[src/rtl/ra_stack_ctrl_if.sv]
// Return-address stack bus: call/return commit events in, prediction and ra-register writes out.
// Latency: n/a (wires only); every response on this bus is registered inside the stack.
// Backpressure: none; events are commit-time facts and are always accepted.
//
// Signals (master = decode/branch unit side, slave = stack controller):
//   flush, call_valid, call_addr, ret_valid           master -> slave
//   pred_valid, pred_addr                             slave -> master (fetch redirect)
//   ra_wr_en, ra_wr_data                              slave -> master (ra register write port)
//   empty, full, overflow, underflow                  slave -> master (status)
interface ra_stack_ctrl_if #(
  parameter int N = 32
);
  logic         flush;
  logic         call_valid;
  logic [N-1:0] call_addr;
  logic         ret_valid;
  logic         pred_valid;
  logic [N-1:0] pred_addr;
  logic         ra_wr_en;
  logic [N-1:0] ra_wr_data;
  logic         empty;
  logic         full;
  logic         overflow;
  logic         underflow;

  modport master (
    output flush, call_valid, call_addr, ret_valid,
    input  pred_valid, pred_addr, ra_wr_en, ra_wr_data,
    input  empty, full, overflow, underflow
  );

  modport slave (
    input  flush, call_valid, call_addr, ret_valid,
    output pred_valid, pred_addr, ra_wr_en, ra_wr_data,
    output empty, full, overflow, underflow
  );
endinterface

[src/rtl/ra_stack_ctrl.sv]
// Circular return-address stack: pushes on calls, pops on returns, predicts return targets, writes ra.
// Latency: 1 cycle; every response appears on the cycle after the sampling edge.
// Backpressure: none; a push on a full stack overwrites the oldest entry, a pop on empty flags underflow.
//
// Ports:
//   clk    rising-edge clock
//   reset  asynchronous, active-low reset
//   bus    ra_stack_ctrl_if.slave (flush/call/ret in; prediction, ra write and status out)
module ra_stack_ctrl #(
  parameter int N     = 32,
  parameter int DEPTH = 4
) (
  input  logic             clk,
  input  logic             reset,
  ra_stack_ctrl_if.slave   bus
);

  localparam int PTR_W = $clog2(DEPTH);
  localparam int CNT_W = PTR_W + 1;

  localparam logic [PTR_W-1:0] PTR_ONE  = PTR_W'(1);
  localparam logic [CNT_W-1:0] CNT_ONE  = CNT_W'(1);
  localparam logic [CNT_W-1:0] CNT_FULL = CNT_W'(DEPTH);

  // Occupancy state mirrors count so the event decode doesn't need wide compares.
  typedef enum logic [1:0] {
    S_EMPTY  = 2'd0,
    S_ACTIVE = 2'd1,
    S_FULL   = 2'd2
  } occ_e;

  occ_e             st_q, st_d;
  logic [N-1:0]     mem [DEPTH];
  logic [PTR_W-1:0] tos_q, tos_d;
  logic [CNT_W-1:0] cnt_q, cnt_d;

  logic             mem_we;
  logic [PTR_W-1:0] mem_waddr;
  logic [N-1:0]     mem_wdat;

  logic             pred_vld_q, pred_vld_d;
  logic [N-1:0]     pred_addr_q, pred_addr_d;
  logic             ra_wr_en_q, ra_wr_en_d;
  logic [N-1:0]     ra_wr_dat_q, ra_wr_dat_d;
  logic             empty_q, empty_d;
  logic             full_q, full_d;
  logic             ovf_q, ovf_d;
  logic             unf_q, unf_d;

  // Next-state and output decode. Priority: flush > call+ret > call > ret.
  always_comb begin
    tos_d       = tos_q;
    cnt_d       = cnt_q;
    mem_we      = 1'b0;
    mem_waddr   = tos_q;
    mem_wdat    = bus.call_addr;
    pred_vld_d  = 1'b0;
    pred_addr_d = pred_addr_q;
    ra_wr_en_d  = 1'b0;
    ra_wr_dat_d = ra_wr_dat_q;
    ovf_d       = 1'b0;
    unf_d       = 1'b0;

    if (bus.flush) begin
      // Contents are left in place; only the bookkeeping is cleared.
      tos_d = '0;
      cnt_d = '0;
    end else if (bus.call_valid && bus.ret_valid) begin
      // Tail call: the returning frame is replaced by the new one in place.
      ra_wr_en_d  = 1'b1;
      ra_wr_dat_d = bus.call_addr;
      mem_we      = 1'b1;
      mem_waddr   = tos_q;
      if (st_q == S_EMPTY) begin
        cnt_d = CNT_ONE;
        unf_d = 1'b1;
      end else begin
        pred_addr_d = mem[tos_q];
        pred_vld_d  = 1'b1;
      end
    end else if (bus.call_valid) begin
      tos_d       = tos_q + PTR_ONE;
      mem_we      = 1'b1;
      mem_waddr   = tos_q + PTR_ONE;
      ra_wr_en_d  = 1'b1;
      ra_wr_dat_d = bus.call_addr;
      // When full the write lands on the oldest slot, so count saturates.
      if (st_q == S_FULL) begin
        ovf_d = 1'b1;
      end else begin
        cnt_d = cnt_q + CNT_ONE;
      end
    end else if (bus.ret_valid) begin
      if (st_q == S_EMPTY) begin
        unf_d = 1'b1;
      end else begin
        pred_addr_d = mem[tos_q];
        pred_vld_d  = 1'b1;
        tos_d       = tos_q - PTR_ONE;
        cnt_d       = cnt_q - CNT_ONE;
      end
    end

    if (cnt_d == '0) begin
      st_d = S_EMPTY;
    end else if (cnt_d == CNT_FULL) begin
      st_d = S_FULL;
    end else begin
      st_d = S_ACTIVE;
    end

    empty_d = (st_d == S_EMPTY);
    full_d  = (st_d == S_FULL);
  end

  always_ff @(posedge clk or negedge reset) begin
    if (!reset) begin
      st_q        <= S_EMPTY;
      tos_q       <= '0;
      cnt_q       <= '0;
      pred_vld_q  <= 1'b0;
      pred_addr_q <= '0;
      ra_wr_en_q  <= 1'b0;
      ra_wr_dat_q <= '0;
      empty_q     <= 1'b1;
      full_q      <= 1'b0;
      ovf_q       <= 1'b0;
      unf_q       <= 1'b0;
    end else begin
      st_q        <= st_d;
      tos_q       <= tos_d;
      cnt_q       <= cnt_d;
      pred_vld_q  <= pred_vld_d;
      pred_addr_q <= pred_addr_d;
      ra_wr_en_q  <= ra_wr_en_d;
      ra_wr_dat_q <= ra_wr_dat_d;
      empty_q     <= empty_d;
      full_q      <= full_d;
      ovf_q       <= ovf_d;
      unf_q       <= unf_d;
    end
  end

  always_ff @(posedge clk or negedge reset) begin
    if (!reset) begin
      for (int i = 0; i < DEPTH; i++) begin
        mem[i] <= '0;
      end
    end else if (mem_we) begin
      mem[mem_waddr] <= mem_wdat;
    end
  end

  assign bus.pred_valid = pred_vld_q;
  assign bus.pred_addr  = pred_addr_q;
  assign bus.ra_wr_en   = ra_wr_en_q;
  assign bus.ra_wr_data = ra_wr_dat_q;
  assign bus.empty      = empty_q;
  assign bus.full       = full_q;
  assign bus.overflow   = ovf_q;
  assign bus.underflow  = unf_q;

endmodule

[src/flat_wrapper.sv]
// flat-port wrapper written by rule: the top's interface ports become plain ports
module ra_stack_ctrl_flat 
#(
  parameter int N     = 32,
  parameter int DEPTH = 4
)
  (clk, reset, bus_flush, bus_call_valid, bus_call_addr, bus_ret_valid, bus_pred_valid, bus_pred_addr, bus_ra_wr_en, bus_ra_wr_data, bus_empty, bus_full, bus_overflow, bus_underflow);
  ra_stack_ctrl_if #(.N(N)) bus_i ();
  input  logic clk;
  input  logic reset;
  input wire logic [$bits(bus_i.flush)-1:0] bus_flush;
  input wire logic [$bits(bus_i.call_valid)-1:0] bus_call_valid;
  input wire logic [$bits(bus_i.call_addr)-1:0] bus_call_addr;
  input wire logic [$bits(bus_i.ret_valid)-1:0] bus_ret_valid;
  output wire logic [$bits(bus_i.pred_valid)-1:0] bus_pred_valid;
  output wire logic [$bits(bus_i.pred_addr)-1:0] bus_pred_addr;
  output wire logic [$bits(bus_i.ra_wr_en)-1:0] bus_ra_wr_en;
  output wire logic [$bits(bus_i.ra_wr_data)-1:0] bus_ra_wr_data;
  output wire logic [$bits(bus_i.empty)-1:0] bus_empty;
  output wire logic [$bits(bus_i.full)-1:0] bus_full;
  output wire logic [$bits(bus_i.overflow)-1:0] bus_overflow;
  output wire logic [$bits(bus_i.underflow)-1:0] bus_underflow;
  assign bus_i.flush = bus_flush;
  assign bus_i.call_valid = bus_call_valid;
  assign bus_i.call_addr = bus_call_addr;
  assign bus_i.ret_valid = bus_ret_valid;
  assign bus_pred_valid = bus_i.pred_valid;
  assign bus_pred_addr = bus_i.pred_addr;
  assign bus_ra_wr_en = bus_i.ra_wr_en;
  assign bus_ra_wr_data = bus_i.ra_wr_data;
  assign bus_empty = bus_i.empty;
  assign bus_full = bus_i.full;
  assign bus_overflow = bus_i.overflow;
  assign bus_underflow = bus_i.underflow;
  ra_stack_ctrl #(.N(N), .DEPTH(DEPTH)) u_core (.clk(clk), .reset(reset), .bus(bus_i));
endmodule
[config.mk]
export PLATFORM = sky130hd
export DESIGN_NAME = ra_stack_ctrl_flat
export DESIGN_NICKNAME = d
export VERILOG_FILES = /design/src/rtl/ra_stack_ctrl_if.sv /design/src/rtl/ra_stack_ctrl.sv /design/src/flat_wrapper.sv
export SDC_FILE = /design/constraint.sdc
export NUM_CORES = 1
export LEC_CHECK = 0
export CAP_MARGIN = 20
export CORE_MARGIN = 2
export CORE_UTILIZATION = 56
export CTS_CLUSTER_DIAMETER = 60
export DETAILED_ROUTE_END_ITERATION = 10
export HOLD_SLACK_MARGIN = 0.03
export PLACE_DENSITY = 0.8
export SETUP_SLACK_MARGIN = 0.02
export SLEW_MARGIN = 10
export SYNTH_ARGS = -nofsm -noshare
export SYNTH_HDL_FRONTEND = slang
export SYNTH_SLANG_ARGS = --single-unit
[constraint.sdc]
create_clock -name clk -period 2.1 [get_ports clk]
set_clock_uncertainty 0.15 [all_clocks]
set_input_delay 0.315 -clock clk [delete_from_list [all_inputs] [get_ports clk]]
set_output_delay 0.315 -clock clk [all_outputs]
set_load 0.005 [all_outputs]
==> qor.yml, run 1 <==
n_antenna_cell: 0
clock-root-buffer: "clkbuf_16"
path_clk_slew_ps: 50
areaGrowthSynthToFinish_pct: 25.3
hold_class: "in2async"
initial_core_util_pct: 57.4
synth_adder_area_share_pct: 0.430
post-route-min-period_ps: 2000
yosys_warnings: 0
synth_top_family_by_area: "multiplexers"
finalMaxSlewViolations: 0
dpl.hpwl_um: 11000
grt_use_total_pct: 21.9
slew_headroom_pct: 67.2
leakage_uw: 0.00471
antenna_found_initial: 0
io_pins: 107
combPwrFrac_pct: 26.3
synth_top_flop_cell: "dfrtp_1"
path_delay_family: "buffers and inverters"
gp_congestion: 0.742
syn-num-nets: 553
final_common_cell: "dfrtp_1"
crit_slowest_cell: "clkdlybuf4s50_1"
grt_max_degree: 55
p_clk_share_pct: 28.6
tightest_slew_ps: 492
clk_latency_ps: 490
cts_sinks: 204
syn_inst: 513
final_core_util_pct: 72.0
setup_tns_ps: 0
synth_compound_area_share_pct: 0.832
drc: 0
crit_start: "u_core.bus.full"
rr_startpoint: "u_core.cnt_q[0]"
final_cell_mix: "201 x dfrtp_1, 133 x mux2_2, 105 x clkdlybuf4s50_1, 32 x mux4_2, 31 x mux2_1"
min_period_over_period_pct: 95.1
setup_viol: 0
wl_per_cell_um: 20.2
worstPathRequired_ps: 1630
synth.cell_area_sq_um: 8730
drive_gt1_share_pct: 41.9
rsz0062_at_grt: "no"
drv_cap: 0
fin_nets: 680
p_seq_share_pct: 45.1
power_density_nw_per_um2: 1250
peakVddDrop_mv: 0.904
cp_num_buf_inv: 1
startpoint_type: "flop"
hold_viol_final: 0
die_h_um: 129
htree_levels: 1
worstSetupPathType: "reg2out"
wirelength_um: 17000
synth-seq-cells: 204
switching_share_pct: 24.5
firstDrtPassIters: 4
dieArea_sq_um: 16600
vias: 4847
path_cells: "clkdlybuf4s50_1"
via_per_inst: 5.74
numPortBuffers: 106
max_freq_ghz: 0.501
crit_arrival_ps: 1530
grt_overflow_total: 0
synth_cell_types: 41
p_int_uw: 10300
grt_pass1_wl_um: 28600
fin_cells: 844
synthXorXnorAreaFrac_pct: 0.201
core_area_sq_um: 15200
ys_top_cells_by_area: "dfrtp_1 58%, mux2_2 17%, mux4_2 8.3%"
drt_iter0_drc: 236
critPathMaxFanout: 6
grt_pass1_vias: 5478
clockBufferDepth: 3
critPathCaptureType: "primary output"
muxShareOfSynthArea_pct: 35.1
dp_cells: 803
rows: 45
cts_buffers: 22
crit_path_max_incr_delay_ps: 560
synth.avg_cell_area_sq_um: 17.0
yosysTopAreaCell: "dfrtp_1"
status: "completed"
die_width_um: 129
synth_edf_count: 0
yosysSeqAreaShare_pct: 58.5
finalPower_uw: 13600
async_reset_ff_share_pct: 100
ant_nets: 0
cts_tree: "done"
p_sw_uw: 3340
synth_top_area_share_pct: 58.2
synth-simple-area-share_pct: 2.25
cell type report:
cell class                 instances  area (sq um)
sequential                       204          5110
fill                             977          4260
multi-input combinational        271          3390
timing repair buffer             133          1420
clock buffer                      38           712
tap                              188           235
clock inverter                     2          38.8
inverter                           8          30.0
cell families (layout without fill, tap and decap cells):
kind of cell | Yosys count | after routing
compound gates | 10 | 10
xor+xnor | 2 | 2
fa+ha+maj | 3 | 3
buf+inv | 38 | 181
flops | 204 | 204
mux | 230 | 230
simple gates | 26 | 26
flip-flops by register name (all words and copies together) (netlist names):
register / cells
u_core.mem: 128
u_core.bus.pred_addr: 32
u_core.bus.ra_wr_data: 32
u_core.cnt_q: 3
u_core.tos_q: 2
u_core.bus.empty: 1
u_core.bus.full: 1
u_core.bus.overflow: 1
u_core.bus.pred_valid: 1
u_core.bus.ra_wr_en: 1
u_core.bus.underflow: 1
u_core.st_q: 1
stage by stage:
| stage | setup slack (ps) | hold slack (ps) | instance area, sq um |
|---|---|---|---|
| floorplan | 233 | -131 | 8730 |
| global placement | -163 | 164 | 10200 |
| detailed placement | -206 | 180 | 10200 |
| CTS | 97.0 | 220 | 10900 |
| global route | 36.3 | 239 | 10900 |
| finish | 103 | 210 | 10900 |
power groups by stage:
stage / clock, uW / combinational, uW / sequential [uW]
after global placement: 0 / 3500 / 6070
final: 3900 / 3590 / 6150
after floorplan: 0 / 2200 / 5980
after CTS: 3990 / 3650 / 6160
after detailed placement: 0 / 3620 / 6210
after global routing: 4160 / 3870 / 6330
timing repair:
action,4_1_cts,5_1_grt
buffers inserted,0,0
resized for setup,0,1
endpoints found under the hold margin,50,0
hold buffers,1,0
endpoints found under the setup margin,0,1
synth_stat cells (2+ instances only):
library cell,instances
mux2_1,31
ha_1,3
clkbuf_1,2
buf_6,5
mux2i_1,3
buf_2,11
mux4_2,32
inv_2,2
nor2_2,3
mux2_4,30
buf_4,11
nor3_1,2
mux2_2,133
dfrtp_1,203
inv_1,6
nor2_1,5
nand2_2,2
o21ai_0,3
nor2_4,3
nand2_1,2
layer usage:
| layer | vias to the layer above | part of all wire, % | global-route usage (%) |
|---|---|---|---|
| li1 | 2134 | - | - |
| met1 | 2571 | 42 | 29.3 |
| met2 | 117 | 53 | 38.2 |
| met3 | 25 | 3.8 | 3.58 |
| met4 | 0 | 1.5 | 4.80 |
| met5 | - | 0 | 0 |
path summary, 6_finish.rpt:
kind / endpoint / slack, ps / depth (start not counted)
setup / recovery: bus_full / 100 / 1
hold / removal: u_core.bus.full / 210 / 2
setup reg to reg: u_core.bus.full / 180 / 7
hold reg to reg: u_core.mem[85] / 330 / 1
max in group asynchronous: u_core.mem[19] / 960 / 3
min in group clk: u_core.mem[85] / 330 / 1
No activity file was read; power rests on OpenSTA's default activity.
==> inputs of run 2 (changes only) <==
--- a/config.mk
+++ b/config.mk
@@ -5,6 +5,7 @@
 export SDC_FILE = /design/constraint.sdc
 export NUM_CORES = 1
 export LEC_CHECK = 0
+export ABC_AREA = 1
 export CAP_MARGIN = 20
 export CORE_MARGIN = 2
 export CORE_UTILIZATION = 56
==> qor.yml, run 2 <==
die_h_um: 129
synth.avg_cell_area_sq_um: 8.25
grt_pass1_vias: 7500
synth_top_flop_cell: "dfrtp_1"
n_antenna_cell: 0
yosysSeqAreaShare_pct: 58.3
async_reset_ff_share_pct: 100
drc: 0
synth_cell_types: 23
critPathMaxFanout: 1
syn_inst: 1062
numPortBuffers: 106
finalPower_uw: 12800
grt_overflow_total: 0
vias: 7545
clockBufferDepth: 3
dieArea_sq_um: 16700
p_int_uw: 9000
cts_sinks: 204
final_cell_mix: "352 x nand2_1, 201 x dfrtp_1, 171 x nor2_1, 133 x o21ai_0, 105 x clkdlybuf4s50_1"
cts_buffers: 21
synthTopCellsByCount: "353 x nand2_1, 203 x dfrtp_1, 174 x nor2_1, 133 x o21ai_0, 44 x inv_1"
wirelength_um: 21600
synth-seq-cells: 204
cp_num_buf_inv: 1
worstSetupPathType: "reg2out"
final_core_util_pct: 72.5
wl_per_cell_um: 15.4
synth_edf_count: 0
drv_cap: 0
p_sw_uw: 3810
p_clk_share_pct: 28.4
power_density_nw_per_um2: 1160
core_area_sq_um: 15300
setup_tns_ps: 0
io_pins: 107
yosysMostFrequentCell: "nand2_1"
post-route-min-period_ps: 1940
syn-num-nets: 1102
cts_setup_buffers: 0
hold_viol_final: 0
areaGrowthSynthToFinish_pct: 26.3
largest_register_ffs: 128
hold_class: "in2async"
crit_slowest_cell: "dfstp_2"
min_period_over_period_pct: 92.6
status: "completed"
clock-root-buffer: "clkbuf_16"
fill_cells: 1120
finalInstanceArea_sq_um: 11100
firstDrtPassIters: 5
grt_max_degree: 65
slew_headroom_pct: 61.5
rsz0062_at_grt: "no"
finalMaxSlewViolations: 0
initial_core_util_pct: 57.4
dpl.hpwl_um: 14100
place_area_sq_um: 10400
synth.cell_area_sq_um: 8760
crit_arrival_ps: 1480
clk_latency_ps: 480
met2_usage_pct: 45.5
final_common_cell: "nand2_1"
grt_busiest_layer: "met2"
setup_viol: 0
ys_top_cells_by_area: "dfrtp_1 58%, nand2_1 15%, o21ai_0 7.6%"
cts_tree: "done"
gp_congestion: 0.815
grt_pass1_wl_um: 36700
ant_nets: 0
tightest_slew_ps: 577
drt_iter0_drc: 590
holdWs_ps: 227
critPathCaptureType: "primary output"
synth_top_area_share_pct: 58.0
via_per_inst: 5.39
switching_share_pct: 29.7
regMostFlops: "u_core.mem"
path_delay_family: "flip-flops"
rows: 45
use_met1_pct: 38.2
path_cells: "clkdlybuf4s50_1"
worstPathRequired_ps: 1630
peakVddDrop_mv: 0.650
grt_use_total_pct: 27.1
yosys_warnings: 0
p_seq_share_pct: 46.5
combPwrFrac_pct: 25.0
die_width_um: 129
drive_gt1_share_pct: 8.07
path_clk_slew_ps: 60
max_freq_ghz: 0.514
fin_nets: 1217
crit_path_max_incr_delay_ps: 510
use_met3_pct: 3.43
startpoint_type: "flop"
antenna_found_initial: 0
htree_levels: 1
yosysTopAreaCell: "dfrtp_1"
leakage_uw: 0.00542
-- run 2: path summary, 6_finish.rpt --
kind                                  startpoint                 endpoint  slack [ps]  cells past startpoint
worst max-delay path            u_core.bus.empty                bus_empty         160                      1
worst min-delay path                       reset           u_core.st_q[0]         230                      2
worst max register to register   u_core.tos_q[1]  u_core.bus.pred_addr[4]         270                      5
worst min register to register    u_core.mem[31]           u_core.mem[31]         320                      2
max in group asynchronous                  reset           u_core.mem[27]         940                      3
min in group clk                  u_core.mem[31]           u_core.mem[31]         320                      2
-- run 2: repair_timing --
item / in CTS / in global routing
hold buffers: 1 / 0
endpoints found under the hold margin: 55 / 0
gates resized for setup: 0 / 0
-- run 2: layer usage --
metal / vias up / part of all wire, %
met1: 3628 / 44
li1: 3623 / -
met4: 0 / 1.4
met3: 33 / 6.3
met2: 261 / 49
met5: - / 0
-- run 2: cell type report --
cell class                 count  area (sq um)  share of cell area [%]
sequential                   204          5110                    46.2
clock buffer                  32           597                    5.40
multi-input combinational    745          3240                    29.3
inverter                      47           176                    1.60
timing repair buffer         158          1600                    14.4
clock inverter                 4          72.6                   0.656
tap                          211           264                    2.39
-- run 2: logic make-up after synthesis --
| group | share of synthesized area, % |
|---|---|
| buf+inv | 5.09 |
| compound gates | 9.99 |
| simple gates | 26.0 |
| flops | 58.3 |
| xor+xnor | 0.200 |
| fa+ha+maj | 0.429 |
-- run 2: metrics by stage --
step / cells / worst slack [ps]
finish: 1401 / 156
global route: 1401 / 111
CTS: 1401 / 131
detailed placement: 1364 / -147
global placement: 1364 / -135
floorplan: 1062 / 329
-- run 2: power by group through the flow --
stage	Combinational [uW]	Sequential [uW]	Clock (uW)
floorplan	1710	5840	0
global placement	3070	5940	0
detailed placement	3200	5990	0
CTS	3240	5940	3690
global route	3670	6100	3870
finish	3210	5960	3640
==> inputs of run 3 (changes only) <==
--- a/config.mk
+++ b/config.mk
@@ -13,7 +13,7 @@
 export DETAILED_ROUTE_END_ITERATION = 10
 export HOLD_SLACK_MARGIN = 0.03
 export PLACE_DENSITY = 0.8
-export SETUP_SLACK_MARGIN = 0.02
+export SKIP_LAST_GASP = 1
 export SLEW_MARGIN = 10
 export SYNTH_ARGS = -nofsm -noshare
 export SYNTH_HDL_FRONTEND = slang
==> results of run 3 <==
Same layout as run 2: the final DEF is identical, and so are final timing and power.
